### src/rtl/fetch_pkg.sv
// Shared types and constants for the instruction-fetch stage.
package fetch_pkg;
   localparam int XLEN = 16;
   localparam logic [XLEN-1:0] NOP_DEFAULT = 16'h0000;

   typedef enum logic [1:0] {
      IDLE = 2'd0,
      WAIT = 2'd1,
      DROP = 2'd2
   } fetch_state_t;
endpackage

### src/rtl/fetch_fifo.sv
// DEPTH-entry synchronous FIFO holding {pc, instr} pairs; clear has priority.
module fetch_fifo #(
   parameter int DEPTH = 2,
   parameter int W     = 32
) (
   input  logic                       clk,
   input  logic                       rst,
   input  logic                       push,
   input  logic                       pop,
   input  logic                       clear,
   input  logic [W-1:0]               din,
   output logic [$clog2(DEPTH):0]     count,
   output logic [W-1:0]               head
);
   localparam int AW = $clog2(DEPTH);

   logic [W-1:0]  mem [DEPTH];
   logic [AW-1:0] rd_ptr, wr_ptr;

   always_ff @(posedge clk or posedge rst) begin
      if (rst) begin
         count  <= '0;
         rd_ptr <= '0;
         wr_ptr <= '0;
      end else if (clear) begin
         count  <= '0;
         rd_ptr <= '0;
         wr_ptr <= '0;
      end else begin
         // Pointers wrap naturally because DEPTH is a power of two.
         if (push) wr_ptr <= wr_ptr + 1'b1;
         if (pop)  rd_ptr <= rd_ptr + 1'b1;
         case ({push, pop})
            2'b10:   count <= count + 1'b1;
            2'b01:   count <= count - 1'b1;
            default: count <= count;
         endcase
      end
   end

   always_ff @(posedge clk) begin
      if (push && !clear) mem[wr_ptr] <= din;
   end

   assign head = mem[rd_ptr];
endmodule

### src/rtl/ifetch_stage.sv
// Fetch stage: single-outstanding imem requests, response queue feeding decode,
// PC stall generation and flush handling.
module ifetch_stage
   import fetch_pkg::*;
#(
   parameter int              DEPTH     = 2,
   parameter logic [XLEN-1:0] NOP_INSTR = NOP_DEFAULT
) (
   input  logic        clk,
   input  logic        rst,
   input  logic [15:0] addr,
   input  logic        flush,
   input  logic        id_stall,
   output logic        imem_req,
   output logic [15:0] imem_addr,
   input  logic        imem_rvalid,
   input  logic [15:0] imem_rdata,
   output logic        fetch_stall,
   output logic        valid_IM_ID,
   output logic [15:0] instr_IM_ID,
   output logic [15:0] pc_IM_ID
);
   localparam int AW = $clog2(DEPTH);
   localparam logic [AW:0] CNT_FULL = (AW+1)'(DEPTH);

   fetch_state_t     state, state_nxt;
   logic [XLEN-1:0]  req_pc;
   logic [AW:0]      count;
   logic [2*XLEN-1:0] head;
   logic             issue, push, pop;

   fetch_fifo #(.DEPTH(DEPTH), .W(2*XLEN)) u_fifo (
      .clk   (clk),
      .rst   (rst),
      .push  (push),
      .pop   (pop),
      .clear (flush),
      .din   ({req_pc, imem_rdata}),
      .count (count),
      .head  (head)
   );

   assign issue       = (state == IDLE) && !rst && !flush && (count < CNT_FULL);
   assign push        = (state == WAIT) && imem_rvalid && !flush;
   assign valid_IM_ID = (count != '0) && !flush && !rst;
   assign pop         = valid_IM_ID && !id_stall;

   assign imem_req    = issue;
   assign imem_addr   = addr;
   // Released on flush so the PC can load the branch target despite stall priority.
   assign fetch_stall = rst || !(issue || flush);
   assign instr_IM_ID = valid_IM_ID ? head[XLEN-1:0]      : NOP_INSTR;
   assign pc_IM_ID    = valid_IM_ID ? head[2*XLEN-1:XLEN] : '0;

   always_ff @(posedge clk or posedge rst) begin
      if (rst) begin
         state  <= IDLE;
         req_pc <= '0;
      end else begin
         state <= state_nxt;
         if (issue) req_pc <= addr;
      end
   end

   always_comb begin
      state_nxt = state;
      case (state)
         IDLE: if (issue) state_nxt = WAIT;
         WAIT: begin
            if (imem_rvalid)  state_nxt = IDLE;
            else if (flush)   state_nxt = DROP;
         end
         DROP: if (imem_rvalid) state_nxt = IDLE;
         default: state_nxt = IDLE;
      endcase
   end
endmodule

### config.mk
export PLATFORM = sky130hd
export DESIGN_NAME = ifetch_stage
export DESIGN_NICKNAME = d
export VERILOG_FILES = /design/src/rtl/fetch_pkg.sv /design/src/rtl/fetch_fifo.sv /design/src/rtl/ifetch_stage.sv
export SDC_FILE = /design/constraint.sdc
export NUM_CORES = 1
export LEC_CHECK = 0
export CELL_PAD_IN_SITES_DETAIL_PLACEMENT = 0
export CELL_PAD_IN_SITES_GLOBAL_PLACEMENT = 1
export CORE_MARGIN = 8
export CORE_UTILIZATION = 40
export DETAILED_ROUTE_END_ITERATION = 6
export PLACE_DENSITY = 0.89
export SYNTH_ARGS = -nofsm -noshare
export SYNTH_HDL_FRONTEND = slang
export SYNTH_SLANG_ARGS = --single-unit
export TNS_END_PERCENT = 5
### constraint.sdc
create_clock -name clk -period 2.4 [get_ports clk]
set_clock_uncertainty 0.2 [all_clocks]
set_input_delay 0.48 -clock clk [delete_from_list [all_inputs] [get_ports clk]]
set_output_delay 0.48 -clock clk [all_outputs]
set_load 0.02 [all_outputs]
==> impl_metrics.yaml, run 1 <==
power_and_ir_drop:
  ir_worst_vdd_mv: 0.298
  leakagePower_uw: 0.00172
  pwr_density_cell_nw_per_um2: 674
floorplan:
  start_util_pct: 40.8
  die_x_um: 110
  pin_count: 88
  core_region_area_um2: 8640
  fp-row-count: 34
  die_area_um2: 12100
  fp.dieH_um: 110
job:
  max_cap_viol_count: 0
clock_tree:
  cts_max_level: 3
  cts_buffer_depth: 2
  clk_pin_slew_ns: 0.09
  insertion_delay_ns: 0.35
  cts-root-buf: "clkbuf_8"
  postCtsHoldBufs: 0
  cts_tree: "done"
  clock-sinks: 86
  numCtsBuffers: 9
placement:
  hpwl_um: 4860
  place.gp.congestion: 0.745
  dp_cells: 410
  port_buffers: 87
  place_ws_ns: -0.541
logic_synthesis:
  syn_inst: 223
  muxShareOfSynthArea_pct: 15.6
  synth_compound_area_share_pct: 2.09
  syn_nets: 260
  synthDominantCellAreaShare_pct: 54.5
  synthDistinctLibCells: 31
  syn_area_um2: 3530
  synth_area_leader_cell: "edfxtp_1"
  synth_top_family_by_area: "multiplexers"
  syn_avg_cell_area_um2: 15.8
  ys_top_cells_by_area: "edfxtp_1 (54%), dfrtp_1 (16%), mux2i_1 (9.4%)"
  ys_ff_latch: 86
  yosysWarningCount: 0
  synth-async-reset-ratio_pct: 25.6
  synth.yosys.seq_area_share_pct: 70.1
  synthSimpleGateAreaFrac_pct: 6.42
  synth-edff-count: 64
  synth-main-ff-cell: "edfxtp_1"
  synth_fa_ha_area_share_pct: 0
  synthXorXnorAreaFrac_pct: 0.497
final_layout:
  fill_cells: 736
  fin_nets: 350
  area.growth.synth_to_final_pct: 30.8
  drive_gt1_share_pct: 29.6
  diodes: 0
  final_cells: 426
  layout_common_cells: "edfxtp_1 (64), clkdlybuf4s50_1 (51), nor2_1 (36)"
  final_common_cell: "edfxtp_1"
  final_util_pct: 53.4
routing:
  dr.first_iter.drc_count: 84
  first_pass_iters: 4
  vias_per_cell: 4.74
  finalWirelength_um: 6790
  num_vias: 2020
  drc: 0
  antenna_left: 0
  routedWlPerCell_um: 15.9
setup_path:
  crit_path_start_kind: "input port"
  max_stage_delay_ns: 0.45
  worst_ep_arrival_time_ns: 1.72
  rr_worst_depth: 5
  path_max_fanout: 14
  crit_chain: "clkdlybuf4s50_1 > nor2_2 > o21ai_4 > buf_12 > nor2_1 > clkdlybuf4s15_2"
  path_buf_inv: 3
  endpoint_kind: "output port"
  cp.depth: 6
  critical_path_required_ns: 1.72
  criticalPathCategory: "input port to output port"
  cpMaxStageDelayCell: "clkdlybuf4s50_1"
  critPathTopFamily: "buffers and inverters"
global_routing:
  antenna_found_initial: 0
  grt_pass1_vias: 2190
  grt_max_degree: 25
  grt_pass1_wl_um: 10600
  track_usage_pct: 11.5
  grt_overflow_total: 0
sta:
  worstMarginPinSlew_ns: 0.302
  layout_setup_ws_ns: -0.00101
  setup_viol: 1
  slew_headroom_pct: 79.6
  fin_crit_ns: 2.40
  tns_ns: -0.00101
  finalMaxSlewViolations: 0
  post-route-period-util_pct: 100
  rsz0062_at_grt: "true"
  max_freq_mhz: 416
  timing_hold_violations_final: 0
worst_hold_path:
  hold_path_depth: 0
  hold_class: "flip-flop to flip-flop"
outcome:
  violations: "negative setup slack"
  status: "finished, violations left"
## power by group
group / total, uW / internal (uW) / switching [uW] / leakage, uW
Clock: 1010 / 462 / 548 / 0.0000993
Sequential: 1770 / 1710 / 53.9 / 0.000846
Combinational: 333 / 194 / 139 / 0.000772
## registers in the layout, summed over array words and instances, names as in the netlist
name	count
u_fifo.count	2
u_fifo.mem	64
state	2
u_fifo.wr_ptr	1
req_pc	16
u_fifo.rd_ptr	1
## through the flow
| stage | hold WS [ns] | total power, uW | cell area (um2) |
|---|---|---|---|
| after detailed placement | 0.255 | 2150 | 4560 |
| after global placement | 0.247 | 2130 | 4560 |
| after global routing | 0.283 | 3240 | 4610 |
| after floorplan | 0.238 | 1990 | 3530 |
| after CTS | 0.273 | 3150 | 4620 |
| final | 0.273 | 3110 | 4610 |
## what timing repair did
item                                    CTS  global route
pin swaps                                 1             0
gates resized for setup                 139             7
endpoints found under the setup margin   35             6
buffers inserted                          0             0
gates cloned                              0             0
## logic make-up (layout without fill, tap and decap cells)
logic type,Yosys count,count (layout)
flip-flops,86,86
multiplexers,50,50
AND/OR/NAND/NOR,47,47
buffers and inverters,28,123
AO/OA/AOI/OAI,10,10
XOR/XNOR,2,2
## cells in the mapped netlist, types with 2 or more instances
master,count
edfxtp_1,64
nor2_1,38
mux2i_1,33
dfrtp_1,22
buf_4,16
mux2_2,9
mux2_4,8
clkbuf_1,5
buf_2,3
inv_1,3
a21boi_0,2
## final cells by class
class                      instances  area (um2)  area share (%)
tap                              108         135            2.93
clock buffer                      10         149            3.23
sequential                        86        2470            53.6
multi-input combinational        109         887            19.2
inverter                           3        11.3           0.244
clock inverter                     6        60.1            1.30
timing repair buffer             104         898            19.5
## path summary, 6_finish.rpt
path                            slack, ns                 to  startpoint
worst max-delay path               -0.001        pc_IM_ID[7]       flush
worst min-delay path                 0.27  u_fifo.mem[0][22]   req_pc[6]
worst max register to register       0.47          req_pc[6]    state[0]
worst min register to register       0.27  u_fifo.mem[0][22]   req_pc[6]
max in group asynchronous            1.39      u_fifo.rd_ptr         rst
min in group asynchronous            0.35          req_pc[2]         rst
## routing by layer
| metal | part of all wire, % | GRT usage (%) | up-vias |
|---|---|---|---|
| met5 | 0 | 0 | - |
| met3 | 7.6 | 3.52 | 8 |
| met2 | 49 | 19.9 | 66 |
| met1 | 42 | 12.7 | 963 |
| met4 | 1.4 | 5.50 | 0 |
| li1 | - | - | 983 |
Note: power is estimated with default switching activity, not from simulation.
==> run 2, diff against run 1 <==
CORE_MARGIN = 2   (was 8)
==> run 2 against run 1 <==
The run now ends clean. Via count up 1.4%. Clock-buffer cell count did not move. Setup slack gained 0.044 ns. Routed wire length shrank 1.8%. Critical path depth unchanged. Sequential power about the same. Utilization is 0.23 points higher.
==> impl_metrics.yaml, run 2 (synthesis gave the netlist of run 1 again) <==
power_and_ir_drop:
  seqPwrFrac_pct: 57.1
  power.total_uw: 3100
  combinationalPowerShare_pct: 11.0
  leakagePower_uw: 0.00171
  pwr_density_cell_nw_per_um2: 669
  clockPowerShare_pct: 31.9
  internal_power_uw: 2390
  ir_worst_vdd_mv: 0.348
  switchingPower_uw: 711
  swShare_pct: 22.9
clock_tree:
  clock-sinks: 86
  cts_tree: "done"
  cts-root-buf: "clkbuf_8"
  insertion_delay_ns: 0.36
  clk_pin_slew_ns: 0.08
  numCtsBuffers: 9
  cts_buffer_depth: 2
  cts_max_level: 3
setup_path:
  endpoint_kind: "output port"
  crit_path_start_kind: "input port"
  criticalPathCategory: "input port to output port"
  worst_ep_arrival_time_ns: 1.68
  setup.worst_path.start: "flush"
  r2r_start: "state[0]"
  path_max_fanout: 11
  critical_path_required_ns: 1.72
worst_hold_path:
  holdCritStartpoint: "req_pc[13]"
  hold_class: "flip-flop to flip-flop"
sta:
  worstMarginPinSlew_ns: 0.322
  fin_crit_ns: 2.36
  rsz0062_at_grt: "true"
  max_freq_mhz: 424
  slew_headroom_pct: 78.5
  hold_ws_ns: 0.273
  timing_hold_violations_final: 0
  tns_ns: 0
  layout_setup_ws_ns: 0.0429
  finalMaxSlewViolations: 0
  post-route-period-util_pct: 98.2
  setup_viol: 0
placement:
  place_ws_ns: -0.470
  port_buffers: 87
  place.gp.congestion: 0.744
  hpwl_um: 4350
final_layout:
  largest-register: "u_fifo.mem"
  final_common_cell: "edfxtp_1"
  drive_gt1_share_pct: 29.6
  final_util_pct: 53.7
  diodes: 0
  fin_nets: 350
  area.growth.synth_to_final_pct: 31.4
  layout_common_cells: "edfxtp_1 (64), clkdlybuf4s50_1 (51), nor2_1 (34)"
  largest_reg_flops: 64
  top_regs: "u_fifo.mem (64), req_pc (16)"
global_routing:
  track_usage_pct: 14.8
  grt_max_degree: 25
  grt_pass1_vias: 2217
  grt_pass1_wl_um: 10900
  grt_overflow_total: 0
  antenna_found_initial: 0
outcome:
  status: "completed"
floorplan:
  fp.dieH_um: 97.9
  pin_count: 88
  die_area_um2: 9590
  die_x_um: 97.9
  start_util_pct: 40.8
  fp-row-count: 34
  core_region_area_um2: 8640
routing:
  vias_per_cell: 4.81
  dr.first_iter.drc_count: 68
  finalWirelength_um: 6660
  first_pass_iters: 4
  routedWlPerCell_um: 15.6
  drc: 0
  num_vias: 2048
  antenna_left: 0
job:
  max_cap_viol_count: 0
run 2: changes by cell type in the layout (fill, tap and decap cells not counted), moves of 2 or more:
cell,previous run,this run
nor2_2,2,4
buf_4,15,28
inv_6,2,0
nor2_1,36,34
buf_2,30,17
run 2: critical path, stage by stage:
cell,delay (ns)
clkdlybuf4s50_1,0.46
nor2_2,0.13
o21ai_2,0.11
buf_12,0.17
nor2_1,0.16
buf_4,0.17
run 2: power by group through the flow:
| stage | logic [uW] | clock network (uW) | registers (uW) |
|---|---|---|---|
| 3_5_place_dp | 345 | 0 | 1800 |
| 5_1_grt | 367 | 1080 | 1780 |
| 3_3_place_gp | 336 | 0 | 1790 |
| 6_report | 340 | 990 | 1770 |
| 2_1_floorplan | 204 | 0 | 1780 |
| 4_1_cts | 343 | 1020 | 1770 |
run 2: worst paths after layout:
| check | endpoint | slack, ns | cells past startpoint |
|---|---|---|---|
| setup / recovery | pc_IM_ID[12] | 0.04 | 6 |
| hold / removal | u_fifo.mem[0][29] | 0.27 | 0 |
| setup reg to reg | req_pc[15] | 0.34 | 5 |
| hold reg to reg | u_fifo.mem[0][29] | 0.27 | 0 |
| max in group asynchronous | u_fifo.rd_ptr | 1.41 | 4 |
| min in group asynchronous | req_pc[1] | 0.32 | 4 |
run 2: cell type report:
type / count / area, um2
sequential: 86 / 2470
clock buffer: 10 / 128
tap: 108 / 135
clock inverter: 6 / 62.6
fill: 755 / 4000
inverter: 3 / 11.3
multi-input combinational: 109 / 885
timing repair buffer: 104 / 940
run 2: what timing repair did:
| action | CTS | global route |
|---|---|---|
| pin swaps | 0 | 1 |
| resized for setup | 142 | 19 |
| endpoints found under the setup margin | 35 | 30 |
| hold buffers | 0 | 0 |
| setup buffers | 1 | 0 |
run 2: routing by layer:
| metal | global-route usage, % | wire length (um) |
|---|---|---|
| met5 | 0 | 0 |
| met4 | 6.41 | 117 |
| met3 | 3.58 | 367 |
| met2 | 25.7 | 3400 |
| met1 | 17.6 | 2780 |
run 2: stage by stage:
stage          cells  area [um2]
2_1_floorplan    223        3530
6_report         426        4630
5_1_grt          426        4630
4_1_cts          426        4600
3_3_place_gp     409        4550
3_5_place_dp     409        4550
==> variant, RTL diff (flow settings as in run 1) <==
Reset style: synchronous (`rst`), changed in 2 clocked blocks.
--- a/src/rtl/fetch_fifo.sv
+++ b/src/rtl/fetch_fifo.sv
@@ -17,7 +17,7 @@
    logic [W-1:0]  mem [DEPTH];
    logic [AW-1:0] rd_ptr, wr_ptr;
 
-   always_ff @(posedge clk or posedge rst) begin
+   always_ff @(posedge clk) begin
       if (rst) begin
          count  <= '0;
          rd_ptr <= '0;
--- a/src/rtl/ifetch_stage.sv
+++ b/src/rtl/ifetch_stage.sv
@@ -52,7 +52,7 @@
    assign instr_IM_ID = valid_IM_ID ? head[XLEN-1:0]      : NOP_INSTR;
    assign pc_IM_ID    = valid_IM_ID ? head[2*XLEN-1:XLEN] : '0;
 
-   always_ff @(posedge clk or posedge rst) begin
+   always_ff @(posedge clk) begin
       if (rst) begin
          state  <= IDLE;
          req_pc <= '0;
Function: no difference found for any inputs over 10 cycles, from zero or initial values and one cycle with rst high; that may be too few to reach the edited logic, so the function may still have changed.
==> variant against run 1 <==
Sequential cell count increased by 1; total power down 10%; routed wire length increased by 1.2%; maximum frequency is 2.1% higher; core utilization down 0.66 points; setup slack improved by 0.050 ns; design area shrank 0.27%; count of clock-buffer cells in the layout fell by 1; largest power group unchanged; area after synthesis is 2.4% higher.
==> variant: results (changes against run 1) <==
.. list-table::
   :header-rows: 1

   * - Metric
     - Value
   * - Met2 Wirelength
     - 3096 um (-7.2%)
   * - Proportion of register bits with asynchronous set or reset after synthesis
     - 0% (-26 points)
   * - Post-layout instance area
     - 4602 um^2 (-0.27%)
   * - Clock network contribution to total cell area
     - 3.942% (-0.59 points)
   * - Ratio of cells with drive above 1 in the final layout
     - 24.36% (-5.2 points)
   * - Total number of multi-input combinational cells
     - 143 (+31%)
   * - Post-detailed-routing wire length
     - 6865 um (+1.2%)
   * - Most instantiated cells after synthesis
     - sky130_fd_sc_hd__edfxtp_1, sky130_fd_sc_hd__nor2_1, sky130_fd_sc_hd__mux2i_1
   * - Origin of the worst setup path
     - rst
   * - Status
     - finished clean
   * - Final GP Congestion
     - 0.7536 (+1.2%)
   * - First DRT Iteration DRCs
     - 56 (-33%)
   * - Post-detailed-placement half-perimeter wirelength
     - 4994 um (+2.7%)
   * - Largest fanout of any net on the critical path
     - 36 (+22)
   * - Detailed-routing wirelength on met1
     - 3037 um (+6.8%)
   * - Syn_nets
     - 302 (+16%)
   * - Overall fraction of global-route tracks in use
     - 11.29% (-0.26 points)
   * - Portion of the post-synthesis area used by sequential elements
     - 65.95% (-4.1 points)
   * - Layout non-clock buf frac
     - 19.52% (+0.053 points)
   * - Fraction of area in registers
     - 51.79% (-1.8 points)
   * - Number of vias per cell after detailed routing
     - 4.757 (+0.32%)
   * - Power Dens Cells
     - 606.7 nW/um^2 (-10%)
   * - Yosys reg bits
     - 87 (+1.2%)
   * - Area fraction in compound gates after synthesis
     - 6.685% (+4.6 points)
   * - CP arrival
     - 1.67 ns (-0.05 ns)
   * - Peak supply drop
     - 0.2538 mV (-15%)
   * - Slew Limit Headroom
     - 61.97% (-18 points)
   * - Vias
     - 2193 (+8.6%)
   * - Flop pwr share
     - 59.6% (+2.8 points)
   * - Fillers
     - 770 (+4.6%)
   * - Vias in the first global route
     - 2286 (+4.4%)
   * - XOR/XNOR share of the synthesized area
     - 0.7274% (+0.23 points)
   * - Proportion of synthesized area in mux cells
     - 9.179% (-6.5 points)
   * - Total number of nets in the final design
     - 386 (+10%)
   * - Adder-cell share of the synthesized area
     - 0.3464% (+0.35 points)
   * - WL met3
     - 521 um (+1.6%)
## variant: changes by cell type in the layout (fill, tap and decap cells not counted), sizes merged, moves of 3 or more
cell | run 1 | this run
dfxtp | 0 | 23
o211ai | 1 | 17
nand2 | 1 | 17
mux2 | 17 | 1
nand3 | 0 | 16
dfrtp | 22 | 0
nor3 | 1 | 5
clkinv | 1 | 4
## variant: routing by layer
layer | global-route usage, % | vias up
li1 | - | 1108
met1 | 12.63 | 997
met2 | 17.93 | 74
met3 | 4.167 | 14
met4 | 6.933 | 0
met5 | 0 | -
## variant: timing repair
item                                    in CTS  in global routing
resized for setup                          142                  7
endpoints found under the setup margin      35                 20
cloned                                       0                  0
hold buffers                                 0                  0
pin swaps                                    0                  2
## variant: path summary, 6_finish.rpt
kind / end / slack, ns / depth (start not counted)
worst min register to register: u_fifo.mem[0][30] / 0.25 / 0
worst max register to register: u_fifo.count[1] / 0.47 / 7
worst min-delay path: u_fifo.mem[0][30] / 0.25 / 0
worst max-delay path: pc_IM_ID[10] / 0.05 / 6
